--- config.mk ---
export PLATFORM = sky130hd
export DESIGN_NAME = zebra_detect_controller_flat
export DESIGN_NICKNAME = d
export VERILOG_FILES = /design/src/rtl/zebra_ctrl_pkg.sv /design/src/rtl/zebra_detect_controller_if.sv /design/src/rtl/zebra_detect_controller.sv /design/src/flat_wrapper.sv
export SDC_FILE = /design/constraint.sdc
export NUM_CORES = 1
export LEC_CHECK = 0
export ABC_CLOCK_PERIOD_IN_PS = 2600
export CAP_MARGIN = 10
export CORE_MARGIN = 2
export CORE_UTILIZATION = 41
export CTS_CLUSTER_DIAMETER = 50
export DETAILED_ROUTE_END_ITERATION = 7
export PLACE_DENSITY = 0.63
export SLEW_MARGIN = 25
export SYNTH_ARGS = -nofsm -noshare
export SYNTH_HDL_FRONTEND = slang
export SYNTH_SLANG_ARGS = --single-unit
--- constraint.sdc ---
create_clock -name clk -period 2.6 [get_ports clk]
set_input_delay 0.52 -clock clk [delete_from_list [all_inputs] [get_ports clk]]
set_output_delay 0.52 -clock clk [all_outputs]
set_load 0.02 [all_outputs]
--- src/rtl/zebra_ctrl_pkg.sv ---
// Shared types for the zebra-crossing detection controller.
//   state_e : 3-bit controller state encoding, also driven on the state output
//   RUNS_W  : width of the detector long-run count
//   FCNT_W  : width of the per-session frame counter
package zebra_ctrl_pkg;

  typedef enum logic [2:0] {
    ST_IDLE    = 3'd0,
    ST_SEARCH  = 3'd1,
    ST_CONFIRM = 3'd2,
    ST_LOCKED  = 3'd3,
    ST_RELEASE = 3'd4
  } state_e;

  localparam int RUNS_W = 8;
  localparam int FCNT_W = 16;

endpackage

--- src/rtl/zebra_detect_controller_if.sv ---
// Control / detector / event bundle of the zebra detection controller.
//   master : session control, detector results and evt_ready (driver side)
//   slave  : controller side, produces stream gate, event, status outputs
interface zebra_detect_controller_if;
  import zebra_ctrl_pkg::*;

  logic              start;
  logic              stop;
  logic              det_valid;
  logic              det_zebra;
  logic [RUNS_W-1:0] det_runs;
  logic              evt_ready;

  logic              stream_en;
  logic              evt_valid;
  logic              evt_zebra;
  logic [RUNS_W-1:0] evt_runs;
  logic              evt_drop;
  logic              timeout_err;
  logic [2:0]        state;
  logic [FCNT_W-1:0] frame_cnt;

  modport master (
    output start, stop, det_valid, det_zebra, det_runs, evt_ready,
    input  stream_en, evt_valid, evt_zebra, evt_runs, evt_drop,
           timeout_err, state, frame_cnt
  );

  modport slave (
    input  start, stop, det_valid, det_zebra, det_runs, evt_ready,
    output stream_en, evt_valid, evt_zebra, evt_runs, evt_drop,
           timeout_err, state, frame_cnt
  );

endinterface

--- src/rtl/zebra_detect_controller.sv ---
// Zebra-crossing detection session controller.
// Debounces per-frame detector results into acquire/lost events using
// consecutive-frame hysteresis, with a single-entry event register,
// a frame-gap watchdog and a per-session frame counter.
// Ports:
//   clk  : clock, rising edge
//   rst  : asynchronous active-high reset
//   bus  : zebra_detect_controller_if.slave (start/stop, detector strobe,
//          evt handshake, stream_en, timeout_err, state, frame_cnt)
module zebra_detect_controller
  import zebra_ctrl_pkg::*;
#(
  parameter int CONFIRM_FRAMES = 3,
  parameter int RELEASE_FRAMES = 2,
  parameter int TIMEOUT_CYCLES = 200000
) (
  input logic                      clk,
  input logic                      rst,
  zebra_detect_controller_if.slave bus
);

  localparam int              WD_W      = $clog2(TIMEOUT_CYCLES + 1);
  localparam logic [WD_W-1:0] WD_LAST   = WD_W'(TIMEOUT_CYCLES - 1);
  localparam logic [7:0]      HIT_LAST  = 8'(CONFIRM_FRAMES);
  localparam logic [7:0]      MISS_LAST = 8'(RELEASE_FRAMES);

  state_e            r_state, w_nxt_state;
  logic [7:0]        r_hit, w_nxt_hit;
  logic [7:0]        r_miss, w_nxt_miss;
  logic [WD_W-1:0]   r_wd, w_nxt_wd;
  logic              r_err;
  logic [FCNT_W-1:0] r_fcnt;
  logic              r_evt_valid, r_evt_zebra, r_evt_drop;
  logic [RUNS_W-1:0] r_evt_runs;

  logic w_active, w_start_ok, w_frame, w_pos, w_neg, w_timeout;
  logic w_evt_new, w_evt_zebra;

  // stop dominates everything, so a frame coincident with stop is not seen
  assign w_active   = (r_state != ST_IDLE);
  assign w_start_ok = !w_active && bus.start && !bus.stop;
  assign w_frame    = w_active && bus.det_valid && !bus.stop;
  assign w_pos      = w_frame && bus.det_zebra;
  assign w_neg      = w_frame && !bus.det_zebra;
  assign w_timeout  = w_active && !bus.stop && !bus.det_valid && (r_wd == WD_LAST);

  always_comb begin
    w_nxt_state = r_state;
    w_nxt_hit   = r_hit;
    w_nxt_miss  = r_miss;
    w_nxt_wd    = r_wd;
    w_evt_new   = 1'b0;
    w_evt_zebra = 1'b0;
    if (bus.stop || w_timeout) begin
      w_nxt_state = ST_IDLE;
      w_nxt_hit   = '0;
      w_nxt_miss  = '0;
      w_nxt_wd    = '0;
    end else begin
      if (w_active) w_nxt_wd = bus.det_valid ? '0 : r_wd + 1'b1;
      unique case (r_state)
        ST_IDLE: if (bus.start) begin
          w_nxt_state = ST_SEARCH;
          w_nxt_hit   = '0;
          w_nxt_miss  = '0;
          w_nxt_wd    = '0;
        end
        ST_SEARCH: if (w_pos) begin
          if (CONFIRM_FRAMES == 1) begin
            w_nxt_state = ST_LOCKED;
            w_nxt_hit   = '0;
            w_evt_new   = 1'b1;
            w_evt_zebra = 1'b1;
          end else begin
            w_nxt_state = ST_CONFIRM;
            w_nxt_hit   = 8'd1;
          end
        end
        ST_CONFIRM: if (w_pos) begin
          if (r_hit + 8'd1 == HIT_LAST) begin
            w_nxt_state = ST_LOCKED;
            w_nxt_hit   = '0;
            w_evt_new   = 1'b1;
            w_evt_zebra = 1'b1;
          end else begin
            w_nxt_hit = r_hit + 8'd1;
          end
        end else if (w_neg) begin
          w_nxt_state = ST_SEARCH;
          w_nxt_hit   = '0;
        end
        ST_LOCKED: if (w_neg) begin
          if (RELEASE_FRAMES == 1) begin
            w_nxt_state = ST_SEARCH;
            w_nxt_miss  = '0;
            w_evt_new   = 1'b1;
          end else begin
            w_nxt_state = ST_RELEASE;
            w_nxt_miss  = 8'd1;
          end
        end
        ST_RELEASE: if (w_pos) begin
          w_nxt_state = ST_LOCKED;
          w_nxt_miss  = '0;
        end else if (w_neg) begin
          if (r_miss + 8'd1 == MISS_LAST) begin
            w_nxt_state = ST_SEARCH;
            w_nxt_miss  = '0;
            w_evt_new   = 1'b1;
          end else begin
            w_nxt_miss = r_miss + 8'd1;
          end
        end
        default: w_nxt_state = ST_IDLE;
      endcase
    end
  end

  always_ff @(posedge clk or posedge rst) begin
    if (rst) begin
      r_state <= ST_IDLE;
      r_hit   <= '0;
      r_miss  <= '0;
      r_wd    <= '0;
    end else begin
      r_state <= w_nxt_state;
      r_hit   <= w_nxt_hit;
      r_miss  <= w_nxt_miss;
      r_wd    <= w_nxt_wd;
    end
  end

  // Event register: a new event always loads; it counts as a drop only if the
  // old one was still pending and not being accepted on this same edge.
  always_ff @(posedge clk or posedge rst) begin
    if (rst) begin
      r_evt_valid <= 1'b0;
      r_evt_zebra <= 1'b0;
      r_evt_runs  <= '0;
      r_evt_drop  <= 1'b0;
      r_err       <= 1'b0;
      r_fcnt      <= '0;
    end else begin
      r_evt_drop <= 1'b0;
      if (w_evt_new) begin
        r_evt_valid <= 1'b1;
        r_evt_zebra <= w_evt_zebra;
        r_evt_runs  <= bus.det_runs;
        r_evt_drop  <= r_evt_valid && !bus.evt_ready;
      end else if (r_evt_valid && bus.evt_ready) begin
        r_evt_valid <= 1'b0;
      end
      if (w_timeout)       r_err <= 1'b1;
      else if (w_start_ok) r_err <= 1'b0;
      if (w_start_ok)                   r_fcnt <= '0;
      else if (w_frame && r_fcnt != '1) r_fcnt <= r_fcnt + 1'b1;
    end
  end

  assign bus.stream_en   = w_active;
  assign bus.state       = r_state;
  assign bus.evt_valid   = r_evt_valid;
  assign bus.evt_zebra   = r_evt_zebra;
  assign bus.evt_runs    = r_evt_runs;
  assign bus.evt_drop    = r_evt_drop;
  assign bus.timeout_err = r_err;
  assign bus.frame_cnt   = r_fcnt;

endmodule

--- src/flat_wrapper.sv ---
// flat-port wrapper written by rule: the top's interface ports become plain ports
module zebra_detect_controller_flat import zebra_ctrl_pkg::*;
#(
  parameter int CONFIRM_FRAMES = 3,
  parameter int RELEASE_FRAMES = 2,
  parameter int TIMEOUT_CYCLES = 200000
)
  (clk, rst, bus_start, bus_stop, bus_det_valid, bus_det_zebra, bus_det_runs, bus_evt_ready, bus_stream_en, bus_evt_valid, bus_evt_zebra, bus_evt_runs, bus_evt_drop, bus_timeout_err, bus_state, bus_frame_cnt);
  zebra_detect_controller_if bus_i ();
  input logic clk;
  input logic rst;
  input wire logic [$bits(bus_i.start)-1:0] bus_start;
  input wire logic [$bits(bus_i.stop)-1:0] bus_stop;
  input wire logic [$bits(bus_i.det_valid)-1:0] bus_det_valid;
  input wire logic [$bits(bus_i.det_zebra)-1:0] bus_det_zebra;
  input wire logic [$bits(bus_i.det_runs)-1:0] bus_det_runs;
  input wire logic [$bits(bus_i.evt_ready)-1:0] bus_evt_ready;
  output wire logic [$bits(bus_i.stream_en)-1:0] bus_stream_en;
  output wire logic [$bits(bus_i.evt_valid)-1:0] bus_evt_valid;
  output wire logic [$bits(bus_i.evt_zebra)-1:0] bus_evt_zebra;
  output wire logic [$bits(bus_i.evt_runs)-1:0] bus_evt_runs;
  output wire logic [$bits(bus_i.evt_drop)-1:0] bus_evt_drop;
  output wire logic [$bits(bus_i.timeout_err)-1:0] bus_timeout_err;
  output wire logic [$bits(bus_i.state)-1:0] bus_state;
  output wire logic [$bits(bus_i.frame_cnt)-1:0] bus_frame_cnt;
  assign bus_i.start = bus_start;
  assign bus_i.stop = bus_stop;
  assign bus_i.det_valid = bus_det_valid;
  assign bus_i.det_zebra = bus_det_zebra;
  assign bus_i.det_runs = bus_det_runs;
  assign bus_i.evt_ready = bus_evt_ready;
  assign bus_stream_en = bus_i.stream_en;
  assign bus_evt_valid = bus_i.evt_valid;
  assign bus_evt_zebra = bus_i.evt_zebra;
  assign bus_evt_runs = bus_i.evt_runs;
  assign bus_evt_drop = bus_i.evt_drop;
  assign bus_timeout_err = bus_i.timeout_err;
  assign bus_state = bus_i.state;
  assign bus_frame_cnt = bus_i.frame_cnt;
  zebra_detect_controller #(.CONFIRM_FRAMES(CONFIRM_FRAMES), .RELEASE_FRAMES(RELEASE_FRAMES), .TIMEOUT_CYCLES(TIMEOUT_CYCLES)) u_core (.clk(clk), .rst(rst), .bus(bus_i));
endmodule
## Word-level counts from Yosys, hierarchy flattened

Cells that the tools add are included.

| storage, ports and cells | value |
|---|---|
| flip-flop bits (word level) | 65 |
| input port bits | 15 |
| output and inout bits | 32 |
| word-level logic and storage cells | 102 |

| operators by class | value |
|---|---|
| equal/unequal tests | 15 |
| $add $sub $neg | 4 |
| multiplexer cells | 45 |
| reduce and logical (&&, ||, !) cells | 28 |

Operators by type and width:

| kind | count |
|---|---|
| 18-bit 2-to-1 mux | 5 |
| 8-bit 2-to-1 mux | 11 |
| 8-bit one-hot mux with 3 select lines | 2 |
| 16-bit 2-to-1 mux | 2 |
| 3-bit 2-to-1 mux | 10 |
| 18-bit by 1-bit adder with 18-bit output (second input constant) | 1 |
| 18-bit equality test (second input constant) | 1 |
| 16-bit by 1-bit adder with 16-bit output (second input constant) | 1 |
| 8-bit by 1-bit adder with 8-bit output (second input constant) | 2 |
| 8-bit by 2-bit equality test with 1-bit output (second input constant) | 2 |
| 16-bit inequality test (second input constant) | 1 |
| 3-bit one-hot mux with 5 select lines | 1 |
| 1-bit 2-to-1 mux | 13 |
| 1-bit logical AND | 12 |
| 4-bit by 1-bit inequality test with 1-bit output (second input constant) | 3 |
| 4-bit AND reduction | 2 |
| 4-bit nonzero test | 2 |
| 7-bit AND reduction | 1 |
| 3-bit by 2-bit equality test with 1-bit output (second input constant) | 2 |
| 3-bit by 1-bit inequality test with 1-bit output (second input constant) | 2 |
| 2-bit nonzero test | 3 |
| 1-bit logical NOT | 5 |
| 4-bit inequality test (second input constant) | 1 |
| 3-bit by 1-bit equality test with 1-bit output (second input constant) | 1 |
| other kinds (6) | 6 |

## Logic depth before layout (Yosys ltp)

| logic depth | value |
|---|---|
| word-level depth | 9 |
| depth in mapped cells | 8 |
| gate-level depth less buffers | 7 |

## Worst setup path before layout

No wires, ideal clock.

| path | value |
|---|---|
| path kind | reg2reg |
| from | register u_core.r_state[1], in the netlist u_core.bus.state[1] |
| to | register u_core.r_evt_runs[0], in the netlist u_core.bus.evt_runs[0] |
| required time | 2475 ps |
| library setup time | 125 ps |
| path slack | 223 ps |
| buffers on the path | 1 |
| clock period less this slack | 2377 ps |
| cell stages (with the launch flop) | 9 |
| arrival time | 2252 ps |
| cell sequence | dfrtp_1 -> nor3_2 -> inv_2 -> nand4_2 -> o41ai_4 -> nor2_2 -> a31o_1 -> buf_6 -> mux2_4 |

| on the way | value |
|---|---|
| longest elaborated chain between the ends | 8 |
| elaborated cells between the ends (all ways) | 16 |
| those cells by class | 2 x eq/ne; 5 x mux; 9 x reduce/logical |

RTL lines:

| what | line | text |
|---|---|---|
| from (decl) | zebra_detect_controller.sv:27 | `state_e r_state, w_nxt_state;` |
| from (signal assigned) | zebra_detect_controller.sv:126 | `r_state <= w_nxt_state;` |
| 3-bit nonzero test (*) | zebra_detect_controller.sv:40 | `assign w_active = (r_state != ST_IDLE);` |
| named net bus_stream_en | flat_wrapper.sv:18 | `output wire logic [$bits(bus_i.stream_en)-1:0] bus_stream_en;` |
| 1-bit logical AND (2 in a row) | zebra_detect_controller.sv:42 | `assign w_frame = w_active && bus.det_valid && !bus.stop;` |
| 1-bit logical AND | zebra_detect_controller.sv:44 | `assign w_neg = w_frame && !bus.det_zebra;` |
| 1-bit 2-to-1 mux | zebra_detect_controller.sv:105 | `end else if (w_neg) begin` |
| 1-bit 2-to-1 mux | zebra_detect_controller.sv:102 | `ST_RELEASE: if (w_pos) begin` |
| 1-bit one-hot mux with 2 select lines | zebra_detect_controller.sv:61 | `unique case (r_state)` |
| 1-bit 2-to-1 mux (*) | zebra_detect_controller.sv:54 | `if (bus.stop \|\| w_timeout) begin` |
| to (signal assigned) | zebra_detect_controller.sv:148 | `r_evt_runs <= bus.det_runs;` |
| to (decl) | zebra_detect_controller.sv:34 | `logic [RUNS_W-1:0] r_evt_runs;` |

The timed path passes the listed nets; every way through them passes the cells marked *.
A chain may end at the register's enable or synchronous reset.

## Worst setup path after layout

| path | value |
|---|---|
| from | input bus_det_valid |
| to | register u_core.r_miss[3] |

| on the way | value |
|---|---|
| longest elaborated chain between the ends | 6 |
| elaborated cells between the ends (all ways) | 16 |
| those cells by class | 3 x eq/ne; 3 x mux; 10 x reduce/logical |

RTL lines:

| what | line | text |
|---|---|---|
| from (decl) | flat_wrapper.sv:14 | `input wire logic [$bits(bus_i.det_valid)-1:0] bus_det_valid;` |
| 1-bit logical AND or 1-bit logical NOT (tied branches) | zebra_detect_controller.sv:42, zebra_detect_controller.sv:45 |  |
| 1-bit logical AND, on equally long branches | zebra_detect_controller.sv:42, zebra_detect_controller.sv:45 |  |
| 1-bit logical AND, on equally long branches | zebra_detect_controller.sv:43, zebra_detect_controller.sv:45 |  |
| 8-bit 2-to-1 mux or 1-bit logical OR (tied branches) | zebra_detect_controller.sv:102, zebra_detect_controller.sv:54 |  |
| 8-bit one-hot mux with 3 select lines, or another cell as far along | zebra_detect_controller.sv:61 |  |
| 8-bit 2-to-1 mux or 4-bit AND reduction (tied branches) | n/a |  |
| to (signal assigned) | zebra_detect_controller.sv:128 | `r_miss <= w_nxt_miss;` |
| to (decl) | zebra_detect_controller.sv:29 | `logic [7:0] r_miss, w_nxt_miss;` |

Several ways; a longest one is shown, not always the timed one.

==> flow_metrics.py <==
metrics = {
    "sta": {
        "fin_skew_ns": 0.0121,
        "finalSetupViolCount": 0,
        "slew_violations": 0,
        "setup_ws_ns": 0.144,
        "tns_ns": 0,
        "timing.final.crit_share_pct": 94.5,
        "finalHoldViolCount": 0,
        "rsz0062_at_grt": "false",
        "slew-limit-headroom_pct": 51.4,
        "fmax_mhz": 407,
        "period_needed_ns": 2.46,
        "tightestPinTransition_ns": 0.726,
    },
    "synth": {
        "synth_top_cell_area_share_pct": 44.8,
        "seq_area_frac_synth_pct": 44.8,
        "synth_top_family_by_area": "simple AND/OR/NAND/NOR gates",
        "ys.flop_type": "dfrtp_1",
        "synth_area_leaders": "dfrtp_1, nor2_1, xor2_1",
        "synthesis.area_um2": 3630,
        "synth.largest_area_cell": "dfrtp_1",
        "synth.distinct_cells": 57,
        "synthCells": 386,
        "synth_edf_count": 0,
        "synth_xor_area_share_pct": 7.00,
        "ys_async_sr_fraction_pct": 100,
        "synthSimpleGateAreaFrac_pct": 25.5,
        "synth_mux_area_share_pct": 3.58,
        "synth_seq_cells": 65,
        "synth_compound_area_share_pct": 14.5,
        "avgSynthCellArea_um2": 9.41,
        "ys_warn_count": 0,
        "synthAdderAreaFrac_pct": 2.07,
        "syn_nets": 407,
    },
    "drt": {
        "post-route-drc-count": 0,
        "vias": 3142,
        "wire_per_inst_um": 14.0,
        "drt-vias-per-instance": 5.43,
        "drtAntennaViolNets": 0,
        "drt_wl_total_mm": 8.13,
        "drt_iter0_drc": 75,
        "first_pass_iters": 5,
    },
    "power": {
        "cellPowerDensity_nw_per_um2": 471,
        "finalPower_uw": 2210,
        "ir_worst_vdd_mv": 0.256,
        "leakage_uw": 0.00203,
    },
    "worst_setup_path": {
        "cp-end-kind": "flip-flop",
        "endpoint": "u_core.r_miss[3]",
        "worstPathArrival_ns": 2.69,
        "critPathLaunch": "bus_det_valid",
        "worstSetupPathType": "input pin to flip-flop",
        "timing.rr.end": "u_core.r_miss[3]",
        "cp.required_ns": 2.83,
        "cp_max_fo": 12,
        "rrSetupSlack_ns": 0.19,
        "reg2reg_depth": 8,
        "cp-start-kind": "input pin",
        "r2r-start": "u_core.bus.state[1]",
    },
    "global_route": {
        "grt_max_degree": 36,
        "grt_overflow_total": 0,
        "antenna_found_initial": 0,
        "grtUsageTotal_pct": 18.1,
        "grt_pass1_vias": 3056,
        "grt_pass1_wl_mm": 14.3,
    },
    "die": {
        "core_um2": 8640,
        "die_y_um": 98.1,
        "die_x_um": 98.1,
        "row_count": 34,
        "start_util_pct": 42.0,
        "ios": 47,
        "die-area_um2": 9620,
    },
    "cells_and_area": {
        "fin_cells": 579,
        "fillerInstances": 802,
        "stdcell_area_um2": 4690,
        "syn_to_final_growth_pct": 29.1,
        "drive_above_1_share_pct": 15.1,
        "antennaDiodeCount": 0,
        "fin_nets": 487,
    },
    "place": {
        "port_buffers": 46,
        "gp_congestion": 0.871,
        "dp_hpwl_mm": 5.92,
        "dpl.cell_count": 563,
        "placed_cell_area_um2": 4470,
        "place_ws_ns": -0.233,
    },
    "cts": {
        "clockRootBuffer": "clkbuf_8",
        "max-clock-path-buffers": 2,
        "htree_num_levels": 3,
        "insertion_delay_ns": 0.34,
        "postCtsHoldBufs": 0,
        "cts.sinks": 65,
        "cts.clk_slew.worst_paths_ns": 0.07,
        "numCtsBuffers": 9,
        "cts_tree": "done",
    },
    "min_path": {
        "hold_class": "flip-flop to flip-flop",
    },
    "flow_run": {
        "max-cap-violations": 0,
    },
    "outcome": {
        "status": "completed",
    },
}
-- report_power, final --
| group | total [uW] | switching (uW) | internal (uW) |
|---|---|---|---|
| combinational | 217 | 122 | 94.7 |
| clock | 960 | 395 | 565 |
| sequential | 1030 | 11.3 | 1020 |
| total | 2210 | 528 | 1680 |
-- cell families (layout without fill, tap and decap cells) --
family	count (synthesis)	count (layout)
XOR/XNOR	29	29
adder cells (fa/ha/maj)	6	6
AO/OA/AOI/OAI	80	80
flip-flops	65	65
buffers and inverters	22	107
multiplexers	9	9
AND/OR/NAND/NOR	175	175
-- cells in the mapped netlist, types with 2 or more instances --
master,instances
nand3b_1,4
mux2_4,8
o22ai_1,4
nand2b_1,5
nor2b_1,4
and3_1,11
nor4b_1,2
dfrtp_1,65
o21bai_1,3
and2_1,3
xnor2_1,9
nor3_1,11
clkbuf_1,11
or4_1,2
a21boi_0,3
buf_2,2
ha_1,6
xor2_1,20
o31ai_1,5
a21o_1,2
nor2_1,49
or3_1,6
and3b_1,3
nor4_1,2
nand4_1,5
a21oi_1,16
a22o_1,5
o21ai_0,25
nand3_1,23
a31oi_1,4
nor3b_1,2
o41ai_1,2
and4_1,5
nand2_1,29
a311oi_1,2
inv_1,7
-- metrics by stage --
stage          hold WS [ns]  utilization [%]
5_1_grt               0.539             54.3
3_5_place_dp          0.492             51.7
2_1_floorplan         0.476                -
6_report              0.505             54.3
3_3_place_gp          0.489             51.7
4_1_cts               0.513             54.3
-- routing by layer --
metal | routed length, um | vias to the layer above | GRT usage [%]
met4 | 138 | 0 | 5.56
met3 | 287 | 16 | 4.22
met2 | 3850 | 55 | 29.0
met5 | 0 | - | 0
li1 | - | 1553 | -
met1 | 3850 | 1518 | 24.5
-- critical path, cell delays in order --
cell             delay [ns]
clkdlybuf4s50_1        0.43
buf_4                  0.16
nor3b_1                0.14
a31oi_1                0.17
o22ai_1                0.12
buf_4                  0.16
nor2_1                 0.55
o21ai_0                0.20
a22o_1                 0.23
-- worst min path at each step --
stage / start / endpoint / slack (ns) / cells past startpoint
CTS: u_core.bus.evt_valid / u_core.bus.evt_valid / 0.51 / 2
detailed placement: u_core.bus.evt_valid / u_core.bus.evt_valid / 0.49 / 2
floorplan: u_core.r_hit[7] / u_core.r_hit[7] / 0.48 / 1
global placement: u_core.bus.evt_valid / u_core.bus.evt_valid / 0.49 / 2
finish: u_core.bus.evt_valid / u_core.bus.evt_valid / 0.50 / 2
global route: u_core.bus.evt_runs[6] / u_core.bus.evt_runs[6] / 0.54 / 1
-- sequential cells by signal (all words and copies together) (netlist names) --
| name | count |
|---|---|
| u_core.bus.frame_cnt | 16 |
| u_core.bus.state | 3 |
| u_core.bus.timeout_err | 1 |
| u_core.r_hit | 8 |
| u_core.bus.evt_drop | 1 |
| u_core.r_miss | 8 |
| u_core.bus.evt_zebra | 1 |
| u_core.bus.evt_runs | 8 |
| u_core.bus.evt_valid | 1 |
| u_core.r_wd | 18 |
-- layout make-up --
class / count / area, um2 / share of cell area [%]
Multi-Input combinational cell: 299 / 1910 / 40.8
Sequential cell: 65 / 1630 / 34.7
Timing Repair Buffer: 83 / 763 / 16.3
Clock buffer: 11 / 141 / 3.02
Tap cell: 108 / 135 / 2.88
Clock inverter: 5 / 78.8 / 1.68
Inverter: 8 / 30.0 / 0.641
-- cell usage in the layout, fill, tap and decap left out, drive strengths merged, types with 4 or more instances in the layout --
cell,synthesis,routed
a21oi,16,16
a22o,5,5
a31oi,4,4
and3,11,11
and4,5,5
buf,3,37
clkbuf,11,11
clkdlybuf4s50,0,46
dfrtp,65,65
ha,6,6
inv,8,8
mux2,8,8
nand2,29,29
nand2b,5,5
nand3,23,23
nand3b,4,4
nand4,6,6
nor2,50,50
nor2b,4,4
nor3,12,12
o21ai,25,25
o22ai,4,4
o31ai,5,5
or3,6,6
xnor2,9,9
xor2,20,20
-- repair_timing --
item,CTS,global route
resized for setup,0,1
setup endpoints to repair,0,8
buffers inserted,0,0
Note: power is estimated with default switching activity, not from simulation.
